**config.mk**
```make
export PLATFORM = sky130hd
export DESIGN_NAME = decode_stage_p
export DESIGN_NICKNAME = d
export VERILOG_FILES = /design/src/rtl/decode_pkg.sv /design/src/rtl/decode_stage_p_regfile.sv /design/src/rtl/decode_stage_p.sv
export SDC_FILE = /design/constraint.sdc
export NUM_CORES = 2
export LEC_CHECK = 0
export BUFFER_PORTS_ARGS = -buffer_cell sky130_fd_sc_hd__buf_2
export CELL_PAD_IN_SITES_DETAIL_PLACEMENT = 0
export CELL_PAD_IN_SITES_GLOBAL_PLACEMENT = 1
export CORE_MARGIN = 3
export CORE_UTILIZATION = 45
export DETAILED_ROUTE_END_ITERATION = 10
export HOLD_SLACK_MARGIN = 0.15
export PLACE_DENSITY_LB_ADDON = 0.08
export RECOVER_POWER = 100
export SETUP_SLACK_MARGIN = 0.1
export SLEW_MARGIN = 10
export SYNTH_ARGS = -nofsm -noshare
export SYNTH_HDL_FRONTEND = slang
export SYNTH_SLANG_ARGS = --single-unit
```
**constraint.sdc**
```tcl
create_clock -name req -period 3.6 [get_ports req]
set_clock_uncertainty 0.05 [all_clocks]
set_input_delay 0.18 -clock req [delete_from_list [all_inputs] [get_ports req]]
set_output_delay 0.18 -clock req [all_outputs]
set_load 0.02 [all_outputs]
```
**src/rtl/decode_pkg.sv**
```systemverilog
// Shared decode definitions: opcodes, immediate
// formats and the ID/EX control bundle.
package decode_pkg;

  localparam logic [6:0] R_TYPE    = 7'b0110011;
  localparam logic [6:0] I_TYPE_OP = 7'b0010011;
  localparam logic [6:0] I_TYPE_LD = 7'b0000011;
  localparam logic [6:0] U_TYPE    = 7'b0110111;
  localparam logic [6:0] B_TYPE    = 7'b1100011;
  localparam logic [6:0] J_TYPE    = 7'b1101111;
  localparam logic [6:0] S_TYPE    = 7'b0100011;

  typedef enum logic [2:0] {
    IMM_I,
    IMM_S,
    IMM_B,
    IMM_U,
    IMM_J,
    IMM_NONE
  } imm_fmt_e;

  // Width-independent part of the ID/EX payload.
  typedef struct packed {
    logic [6:0] alu_op;
    logic [2:0] funct3;
    logic [6:0] funct7;
    logic       rd_write;
    logic       mem_read;
    logic       mem_write;
    logic       illegal;
  } id_ex_payload_t;

endpackage

```
**src/rtl/decode_stage_p_regfile.sv**
```systemverilog
// Integer register file: two async reads, one
// sync write, x0 hardwired, optional WB bypass.
module regfile_2r1w #(
  parameter int XLEN      = 32,
  parameter int NREGS     = 32,
  parameter int WB_BYPASS = 1
) (
  input  logic                     clk,
  input  logic                     rst_n,
  input  logic [$clog2(NREGS)-1:0] raddr1,
  input  logic [$clog2(NREGS)-1:0] raddr2,
  output logic [XLEN-1:0]          rdata1,
  output logic [XLEN-1:0]          rdata2,
  input  logic                     we,
  input  logic [$clog2(NREGS)-1:0] waddr,
  input  logic [XLEN-1:0]          wdata
);

  localparam int RW = $clog2(NREGS);

  logic [XLEN-1:0] regs [NREGS];

  function automatic logic [XLEN-1:0] rd_port(
    input logic [RW-1:0] a
  );
    logic [XLEN-1:0] v;
    if (a == '0)
      v = '0;
    else if (WB_BYPASS != 0 && we && a == waddr)
      v = wdata;
    else
      v = regs[a];
    return v;
  endfunction

  // Read ports, x0 forced to zero, optional bypass.
  always_comb begin
    rdata1 = rd_port(raddr1);
    rdata2 = rd_port(raddr2);
  end

  // Synchronous clear and write; x0 never written.
  always_ff @(posedge clk) begin
    if (!rst_n) begin
      for (int i = 0; i < NREGS; i++)
        regs[i] <= '0;
    end else if (we && waddr != '0) begin
      regs[waddr] <= wdata;
    end
  end

endmodule

```
**src/rtl/decode_stage_p.sv**
```systemverilog
// RV32I/E decode stage: registered ID/EX payload,
// WB bypass, held-operand refresh, load-use bubbles.
module decode_stage_p
  import decode_pkg::*;
#(
  parameter int XLEN             = 32,
  parameter int NREGS            = 32,
  parameter int LOAD_USE_BUBBLES = 1,
  parameter int WB_BYPASS        = 1
) (
  input  logic                     req,
  input  logic                     reset,
  input  logic                     in_valid,
  output logic                     in_ready,
  input  logic [31:0]              instr_in,
  input  logic [XLEN-1:0]          pc_in_dec,
  input  logic                     flush,
  input  logic [$clog2(NREGS)-1:0] rd_in,
  input  logic                     rd_write_in,
  input  logic [XLEN-1:0]          rd_value_in,
  output logic                     valid_out,
  input  logic                     ready_in,
  output logic [XLEN-1:0]          pc_out_dec,
  output logic [2:0]               funct3_out,
  output logic [6:0]               funct7_out,
  output logic [6:0]               alu_op_out,
  output logic [$clog2(NREGS)-1:0] rd_out,
  output logic                     rd_write_out,
  output logic                     mem_read_out,
  output logic                     mem_write_out,
  output logic [XLEN-1:0]          rs1_value_out,
  output logic [XLEN-1:0]          rs2_value_out,
  output logic [XLEN-1:0]          imm_value_out,
  output logic                     illegal_out
);

  localparam int RW = $clog2(NREGS);
  localparam logic [1:0] BUB_LOAD =
    (LOAD_USE_BUBBLES == 0) ? 2'd0 :
    2'(LOAD_USE_BUBBLES - 1);

  function automatic imm_fmt_e imm_fmt_of(
    input logic [6:0] op
  );
    imm_fmt_e f;
    unique case (1'b1)
      (op == I_TYPE_OP): f = IMM_I;
      (op == I_TYPE_LD): f = IMM_I;
      (op == S_TYPE):    f = IMM_S;
      (op == B_TYPE):    f = IMM_B;
      (op == U_TYPE):    f = IMM_U;
      (op == J_TYPE):    f = IMM_J;
      default:           f = IMM_NONE;
    endcase
    return f;
  endfunction

  function automatic logic [XLEN-1:0] imm_gen(
    input logic [31:0] i,
    input imm_fmt_e    f
  );
    logic [31:0] v;
    unique case (f)
      IMM_I: v = {{20{i[31]}}, i[31:20]};
      IMM_S: v = {{20{i[31]}}, i[31:25], i[11:7]};
      IMM_B: v = {{19{i[31]}}, i[31], i[7],
                  i[30:25], i[11:8], 1'b0};
      IMM_U: v = {i[31:12], 12'b0};
      IMM_J: v = {{11{i[31]}}, i[31], i[19:12],
                  i[20], i[30:21], 1'b0};
      default: v = '0;
    endcase
    return XLEN'($signed(v));
  endfunction

  logic           valid_q;
  logic [1:0]     bub_q;
  id_ex_payload_t pay_q;
  logic [XLEN-1:0] pc_q, rs1_q, rs2_q, imm_q;
  logic [RW-1:0]  rd_q, rs1_idx_q, rs2_idx_q;

  logic [6:0]     opc;
  logic           known, use1, use2;
  logic           wr, ld, st, bad_idx, illegal;
  logic [RW-1:0]  rs1_idx, rs2_idx, rd_idx;
  id_ex_payload_t pay_d;
  logic [XLEN-1:0] imm_d, rs1_rd, rs2_rd;
  logic           hazard, accept;

  // Classify the incoming word; unused sources read x0.
  always_comb begin
    opc   = instr_in[6:0];
    known = 1'b1;
    use1  = 1'b0;
    use2  = 1'b0;
    wr    = 1'b0;
    ld    = 1'b0;
    st    = 1'b0;
    unique case (1'b1)
      (opc == R_TYPE): begin
        use1 = 1'b1; use2 = 1'b1; wr = 1'b1;
      end
      (opc == I_TYPE_OP): begin
        use1 = 1'b1; wr = 1'b1;
      end
      (opc == I_TYPE_LD): begin
        use1 = 1'b1; wr = 1'b1; ld = 1'b1;
      end
      (opc == U_TYPE): wr = 1'b1;
      (opc == B_TYPE): begin
        use1 = 1'b1; use2 = 1'b1;
      end
      (opc == J_TYPE): wr = 1'b1;
      (opc == S_TYPE): begin
        use1 = 1'b1; use2 = 1'b1; st = 1'b1;
      end
      default: known = 1'b0;
    endcase
    bad_idx =
      (wr   && int'(instr_in[11:7])  >= NREGS) ||
      (use1 && int'(instr_in[19:15]) >= NREGS) ||
      (use2 && int'(instr_in[24:20]) >= NREGS);
    illegal = !known || bad_idx;
    rs1_idx = (use1 && !illegal) ?
              instr_in[15 +: RW] : '0;
    rs2_idx = (use2 && !illegal) ?
              instr_in[20 +: RW] : '0;
    rd_idx  = instr_in[7 +: RW];
    pay_d.alu_op    = opc;
    pay_d.funct3    = instr_in[14:12];
    pay_d.funct7    = instr_in[31:25];
    pay_d.rd_write  = wr && !illegal;
    pay_d.mem_read  = ld && !illegal;
    pay_d.mem_write = st && !illegal;
    pay_d.illegal   = illegal;
    imm_d = imm_gen(instr_in, imm_fmt_of(opc));
  end

  // Load-use check; idle fetch never causes a bubble.
  always_comb begin
    hazard = (LOAD_USE_BUBBLES != 0) &&
             in_valid && valid_q && ready_in &&
             pay_q.mem_read && rd_q != '0 &&
             (rs1_idx == rd_q || rs2_idx == rd_q);
    in_ready = (!valid_q || ready_in) &&
               bub_q == 2'd0 && !hazard && !flush;
    accept = in_valid && in_ready;
  end

  regfile_2r1w #(
    .XLEN      (XLEN),
    .NREGS     (NREGS),
    .WB_BYPASS (WB_BYPASS)
  ) u_rf (
    .clk    (req),
    .rst_n  (reset),
    .raddr1 (rs1_idx),
    .raddr2 (rs2_idx),
    .rdata1 (rs1_rd),
    .rdata2 (rs2_rd),
    .we     (rd_write_in),
    .waddr  (rd_in),
    .wdata  (rd_value_in)
  );

  // Payload register: reset > flush > hazard > bubble > accept.
  always_ff @(posedge req) begin
    if (!reset) begin
      valid_q   <= 1'b0;
      bub_q     <= 2'd0;
      pay_q     <= '0;
      pc_q      <= '0;
      rd_q      <= '0;
      rs1_idx_q <= '0;
      rs2_idx_q <= '0;
      rs1_q     <= '0;
      rs2_q     <= '0;
      imm_q     <= '0;
    end else if (flush) begin
      valid_q <= 1'b0;
      bub_q   <= 2'd0;
    end else if (hazard) begin
      valid_q <= 1'b0;
      bub_q   <= BUB_LOAD;
    end else if (bub_q != 2'd0) begin
      valid_q <= 1'b0;
      bub_q   <= bub_q - 2'd1;
    end else if (accept) begin
      valid_q   <= 1'b1;
      pay_q     <= pay_d;
      pc_q      <= pc_in_dec;
      rd_q      <= rd_idx;
      rs1_idx_q <= rs1_idx;
      rs2_idx_q <= rs2_idx;
      rs1_q     <= rs1_rd;
      rs2_q     <= rs2_rd;
      imm_q     <= imm_d;
    end else if (ready_in || !valid_q) begin
      valid_q <= 1'b0;
    end else if (rd_write_in && rd_in != '0) begin
      if (rd_in == rs1_idx_q) rs1_q <= rd_value_in;
      if (rd_in == rs2_idx_q) rs2_q <= rd_value_in;
    end
  end

  assign valid_out     = valid_q;
  assign pc_out_dec    = pc_q;
  assign funct3_out    = pay_q.funct3;
  assign funct7_out    = pay_q.funct7;
  assign alu_op_out    = pay_q.alu_op;
  assign rd_out        = rd_q;
  assign rd_write_out  = pay_q.rd_write;
  assign mem_read_out  = pay_q.mem_read;
  assign mem_write_out = pay_q.mem_write;
  assign rs1_value_out = rs1_q;
  assign rs2_value_out = rs2_q;
  assign imm_value_out = imm_q;
  assign illegal_out   = pay_q.illegal;

endmodule

```
======== Yosys cells after proc, flatten, opt, wreduce, memory -nomap -nowiden ========
Memories as Yosys holds them, arrays and structs flattened.
Cells that the tools add are included.
operators by class
  add/sub/neg operators ................... 1
  equality and inequality tests ........... 18
  multiplexer cells ....................... 31
  bitwise logic cells ..................... 4
  reductions and logical operators ........ 45
operators with widths
  cell                                                                   number
  32-bit 2-to-1 mux                                                      13
  32-bit case mux with 5 select lines                                    1
  32-bit OR reduction                                                    1
  5-bit equality test                                                    6
  7-bit by 6-bit equality test with 1-bit output, second input constant  3
  1-bit logical AND                                                      17
  5-bit 2-to-1 mux                                                       3
  3-bit case mux with 5 select lines                                     1
  7-bit equality test, second input constant                             2
  1-bit 2-to-1 mux                                                       13
  6-bit AND reduction                                                    2
  5-bit logical NOT                                                      2
  2-bit nonzero test                                                     5
  5-bit nonzero test                                                     2
  5-bit OR reduction                                                     2
  7-bit by 2-bit equality test with 1-bit output, second input constant  1
  7-bit by 5-bit equality test with 1-bit output, second input constant  1
  7-bit OR reduction                                                     1
  3-bit by 2-bit equality test with 1-bit output, second input constant  2
  3-bit OR reduction                                                     2
  1-bit logical NOT                                                      4
  1-bit inverter                                                         4
  4-bit AND reduction                                                    1
  4-bit OR reduction                                                     1
  other kinds (8)                                                        9
storage, ports and cells
  register bits ........................... 167
  bits in writable memories ............... 1024
  output and inout port bits .............. 156
  word-level logic and storage cells ...... 116
  memories ................................ 1
memories
  memory     words  bits a word  rd ports  clocked after Yosys merged registers in  wr ports  line                          RTL
  u_rf.regs  32     32           2         0                                        32        decode_stage_p_regfile.sv:21  logic [XLEN-1:0] regs [NREGS];

======== Logic depth before layout (Yosys ltp) ========
  depth in word-level cells ............... 14
  mapped depth ............................ 13
  gate-level depth less buffers ........... 8

======== Cells and area by module ========
A second synthesis with hierarchy kept.
second synthesis, totals
  cell total of the unflattened synthesis .. 4707
  area, all modules ....................... 62393.6 um^2
modules (own cells, without submodules)
  module          times used  cells each  area an instance (um^2)
  regfile_2r1w    1           3770        54816.3
  decode_stage_p  1           937         7577.3

======== Worst setup path before layout ========
Ideal clock, no wire load.
  kind .................................... in2reg
  start ................................... input rd_in[3]
  end ..................................... memory u_rf.regs[5][0], enable pin
  arrival time ............................ 3.335 ns
  slack ................................... -0.251 ns
  cell stages on the path ................. 4
  path buffers ............................ 2
  cell sequence ........................... buf_1 or3b_2 clkbuf_1 o21ai_0
RTL lines
  what                line                          RTL
  start: declaration  decode_stage_p.sv:18          input logic [$clog2(NREGS)-1:0] rd_in,
  end: declaration    decode_stage_p_regfile.sv:21

======== Worst setup path in the final report ========
  start ................................... input instr_in[3]
  end ..................................... register rs2_q[28] (netlist: rs2_value_out[28])
between the ends
  word-level cells in the longest chain between the ends .. 14
  elaborated cells on any way between the ends .. 37
  classes of those cells .................. 11 x eq/ne; 8 x mux; 1 x bitwise; 16 x reduce/logical; 1 x memory
ends and longest elaborated chain
  what                                                                              line                   RTL
  start: declaration                                                                decode_stage_p.sv:15   input logic [31:0] instr_in,
  parallel branches: the longest is 14 deep, another holds memory read 32 x 32 bit  --
  end signal: assignment                                                            decode_stage_p.sv:196  rs2_q <= rs2_rd;
  end signal: assignment                                                            decode_stage_p.sv:202  if (rd_in == rs2_idx_q) rs2_q <= rd_value_in;
  end: declaration                                                                  decode_stage_p.sv:79   logic [XLEN-1:0] pc_q, rs1_q, rs2_q, imm_q;
Several ways; the timed one is not identified.
A chain may end at the register's enable or synchronous reset.

==> results.py <==
metrics = {
    "cells_and_area": {
        "register_area_um2": 34100,
        "syn_to_final_growth_pct": 17.4,
        "n_fill_cell": 11900,
        "fin_area_um2": 72500,
        "multi_input_area_um2": 25800,
        "drive_above_1_share_pct": 15.4,
        "fin_cells": 7729,
        "fin_nets": 5934,
        "utilization_pct": 53.3,
    },
    "global_routing": {
        "grt_pass1_wl_mm": 379,
        "grtUsageMet3_pct": 10.6,
        "use_met1_pct": 54.7,
        "grt-busiest-layer": "met1",
        "grt_pass1_vias": 47500,
        "grt_usage_pct": 37.7,
        "grt_max_degree": 104,
        "antenna_found_initial": 16,
        "grt_overflow": 0,
        "met2_usage_pct": 54.1,
    },
    "clock_tree": {
        "cts_tree": "done",
        "clockBufferDepth": 3,
        "root_buffer": "clkbuf_16",
        "htree_levels": 4,
        "insertion_delay_ps": 780,
        "clk_pin_slew_worst_paths_ps": 60,
        "cts.sink_count": 1191,
        "post_cts_resized": 0,
        "cts_buffers": 143,
    },
    "power_and_ir_drop": {
        "p_per_area_nw_per_um2": 470,
        "fin_total_pwr_mw": 34.1,
        "irDropWorstVdd_mv": 0.296,
        "leakagePower_nw": 25.2,
    },
    "synthesis": {
        "synth_area_um2": 61800,
        "async_flop_share_pct": 0,
        "post-synth-top-area-cell": "edfxtp_1",
        "synth_edf_count": 1024,
        "synth.top_cells.by_count": "edfxtp_1 (1024), and2_1 (1002), clkbuf_1 (393)",
        "synth_top_family_by_area": "simple AND/OR/NAND/NOR gates",
        "synth_most_common_cell": "edfxtp_1",
        "post_synth.cell_area_avg_um2": 11.3,
        "synth-xor-area-share_pct": 0.312,
        "synthTopCellsByArea": "edfxtp_1 (50%), and2_1 (10%), dfxtp_1 (5.4%), mux2i_1 (4.1%), mux4_2 (4.0%)",
        "ys_ff_latch": 1191,
        "synth_compound_area_share_pct": 14.5,
        "yosysWarnings": 0,
        "synthAdderAreaFrac_pct": 0.0202,
        "yosys_most_used_dff": "edfxtp_1",
        "seq_area_frac_synth_pct": 55.2,
        "syn_inst": 5467,
        "yosys.area_share.simple_pct": 16.5,
        "netlist.area_leader.share_pct": 49.8,
        "yosysUniqueCellTypes": 92,
        "synthMuxAreaShare_pct": 9.45,
    },
    "timing": {
        "fin_crit_ps": 3460,
        "hold_viol_final": 0,
        "drv_slew": 413,
        "period_share_pct": 96.2,
        "fmax_ghz": 0.289,
        "max-slew-margin-rel_pct": -52.4,
        "fin_tns_setup_ps": 0,
        "finalSetupViolCount": 0,
        "rsz0062_at_grt": "false",
        "tightest_slew_ps": 2290,
    },
    "setup_path": {
        "endpoint_kind": "flip-flop",
        "cp.arrival_ps": 4040,
        "cp.required_ps": 4180,
        "worstSetupStartpointType": "primary input",
        "criticalPathCategory": "primary input to flip-flop",
        "cp_max_fo": 40,
    },
    "outcome": {
        "outcome": "finished with violations",
        "violations": "capacitance limit, slew limit",
    },
    "run": {
        "maxCapViolations": 13,
    },
    "place": {
        "io_buffers": 262,
        "place_inst": 7311,
        "place_area_um2": 67100,
        "hpwl_mm": 175,
        "gp_congestion": 0.932,
    },
    "drt": {
        "routedWlPerCell_um": 35.4,
        "vias_per_cell": 6.58,
        "final_antenna_net_count": 0,
        "drt_iter0_drc": 8007,
        "route.detailed.drc": 0,
        "vias": 50900,
        "drt_pass1_iterations": 8,
        "routed_wl_mm": 273,
    },
    "floorplanning": {
        "start_util_pct": 45.4,
        "placementRows": 135,
        "die_height_um": 377,
        "die_area_um2": 142000,
        "die_x_um": 377,
        "core_area_um2": 136000,
        "io_pins": 263,
    },
    "worst_hold_path": {
        "hold_path.class": "primary input to flip-flop",
    },
}
## power by group
group,total (mW),leakage (nW),internal (mW),switching (mW)
logic,3.49,11.9,1.14,2.35
clock network,14.4,2.24,8.44,5.93
registers,16.2,11.1,15.8,0.489
## area by class of cell
cell class / instances / area share, %
diodes: 9 / 0.0310
well taps: 1781 / 3.07
inverters: 17 / 0.102
multi-input cells: 3709 / 35.5
clock buffers: 192 / 5.53
clock inverters: 66 / 0.769
flip-flops and latches: 1191 / 47.0
repair buffers: 764 / 7.96
## through the flow
step,setup WS [ps],hold WS [ps]
floorplan,-242,264
global placement,240,370
detailed placement,242,376
CTS,209,151
global route,77.7,201
finish,137,196
## flip-flops by register name, summed over array words and instances, names as in the netlist, 5 cells and up
name           flops
rs2_idx_q          5
rs2_value_out     32
u_rf.regs       1024
rd_out             5
rs1_idx_q          5
funct7_out         7
rs1_value_out     32
alu_op_out         7
imm_value_out     32
pc_out_dec        32
## worst paths after layout
path | start | end | slack (ps) | cells after the start
setup / recovery | instr_in[3] | rs2_value_out[28] | 140 | 13
hold / removal | instr_in[31] | funct7_out[6] | 200 | 4
setup reg to reg | valid_out | rs2_value_out[19] | 260 | 10
hold reg to reg | alu_op_out[1] | alu_op_out[1] | 400 | 2
## logic make-up (layout without fill, tap and decap cells)
family	Yosys count	after routing
AO/OA/AOI/OAI	1342	1342
XOR/XNOR	22	22
adder cells (fa/ha/maj)	1	1
buffers and inverters	598	1039
flip-flops	1191	1191
multiplexers	438	438
other	1	41
AND/OR/NAND/NOR	1874	1874
## placed cells by master, fill, tap and decap left out, types with 42 or more instances in the layout
master and n:
buf_12 53, nor2_1 168, a31oi_1 99, clkbuf_16 152
dfxtp_1 167, nor3_1 86, and2_1 630, dlygate4sd3_1 150
clkbuf_1 209, mux2_2 74, buf_4 229, a211oi_1 104
nand3_1 49, o22ai_1 97, and2_0 371, o21ai_0 202
clkbuf_2 50, o211ai_1 61, nor2b_1 46, mux4_2 109
nand2_1 392, o221ai_1 42, edfxtp_1 1024, buf_2 101
a21oi_1 346, mux2i_1 255, a221oi_1 118
## timing repair
item                                     CTS  global route
hold buffers                             150             0
endpoints found under the setup margin     0             5
hold endpoints to repair                1184             0
buffers inserted                           0             1
## critical path, stage by stage
cell and delay (ps):
dlygate4sd3_1 540, buf_2 170, nand4bb_2 410, buf_4 300, nor3_2 200, buf_4 210
buf_8 430, a2111oi_0 210, o211ai_1 360, o31ai_1 220, o22ai_1 480, a2bb2oi_1 190
a21oi_1 80
## metal layers
metal | part of all wire [%] | vias up | wire (um)
li1 | - | 21200 | -
met1 | 41 | 25500 | 113000
met2 | 42 | 3633 | 115000
met3 | 13 | 555 | 35100
met4 | 3.8 | 6 | 10300
met5 | 0.014 | - | 37
Power figures use the tool's default switching activity.
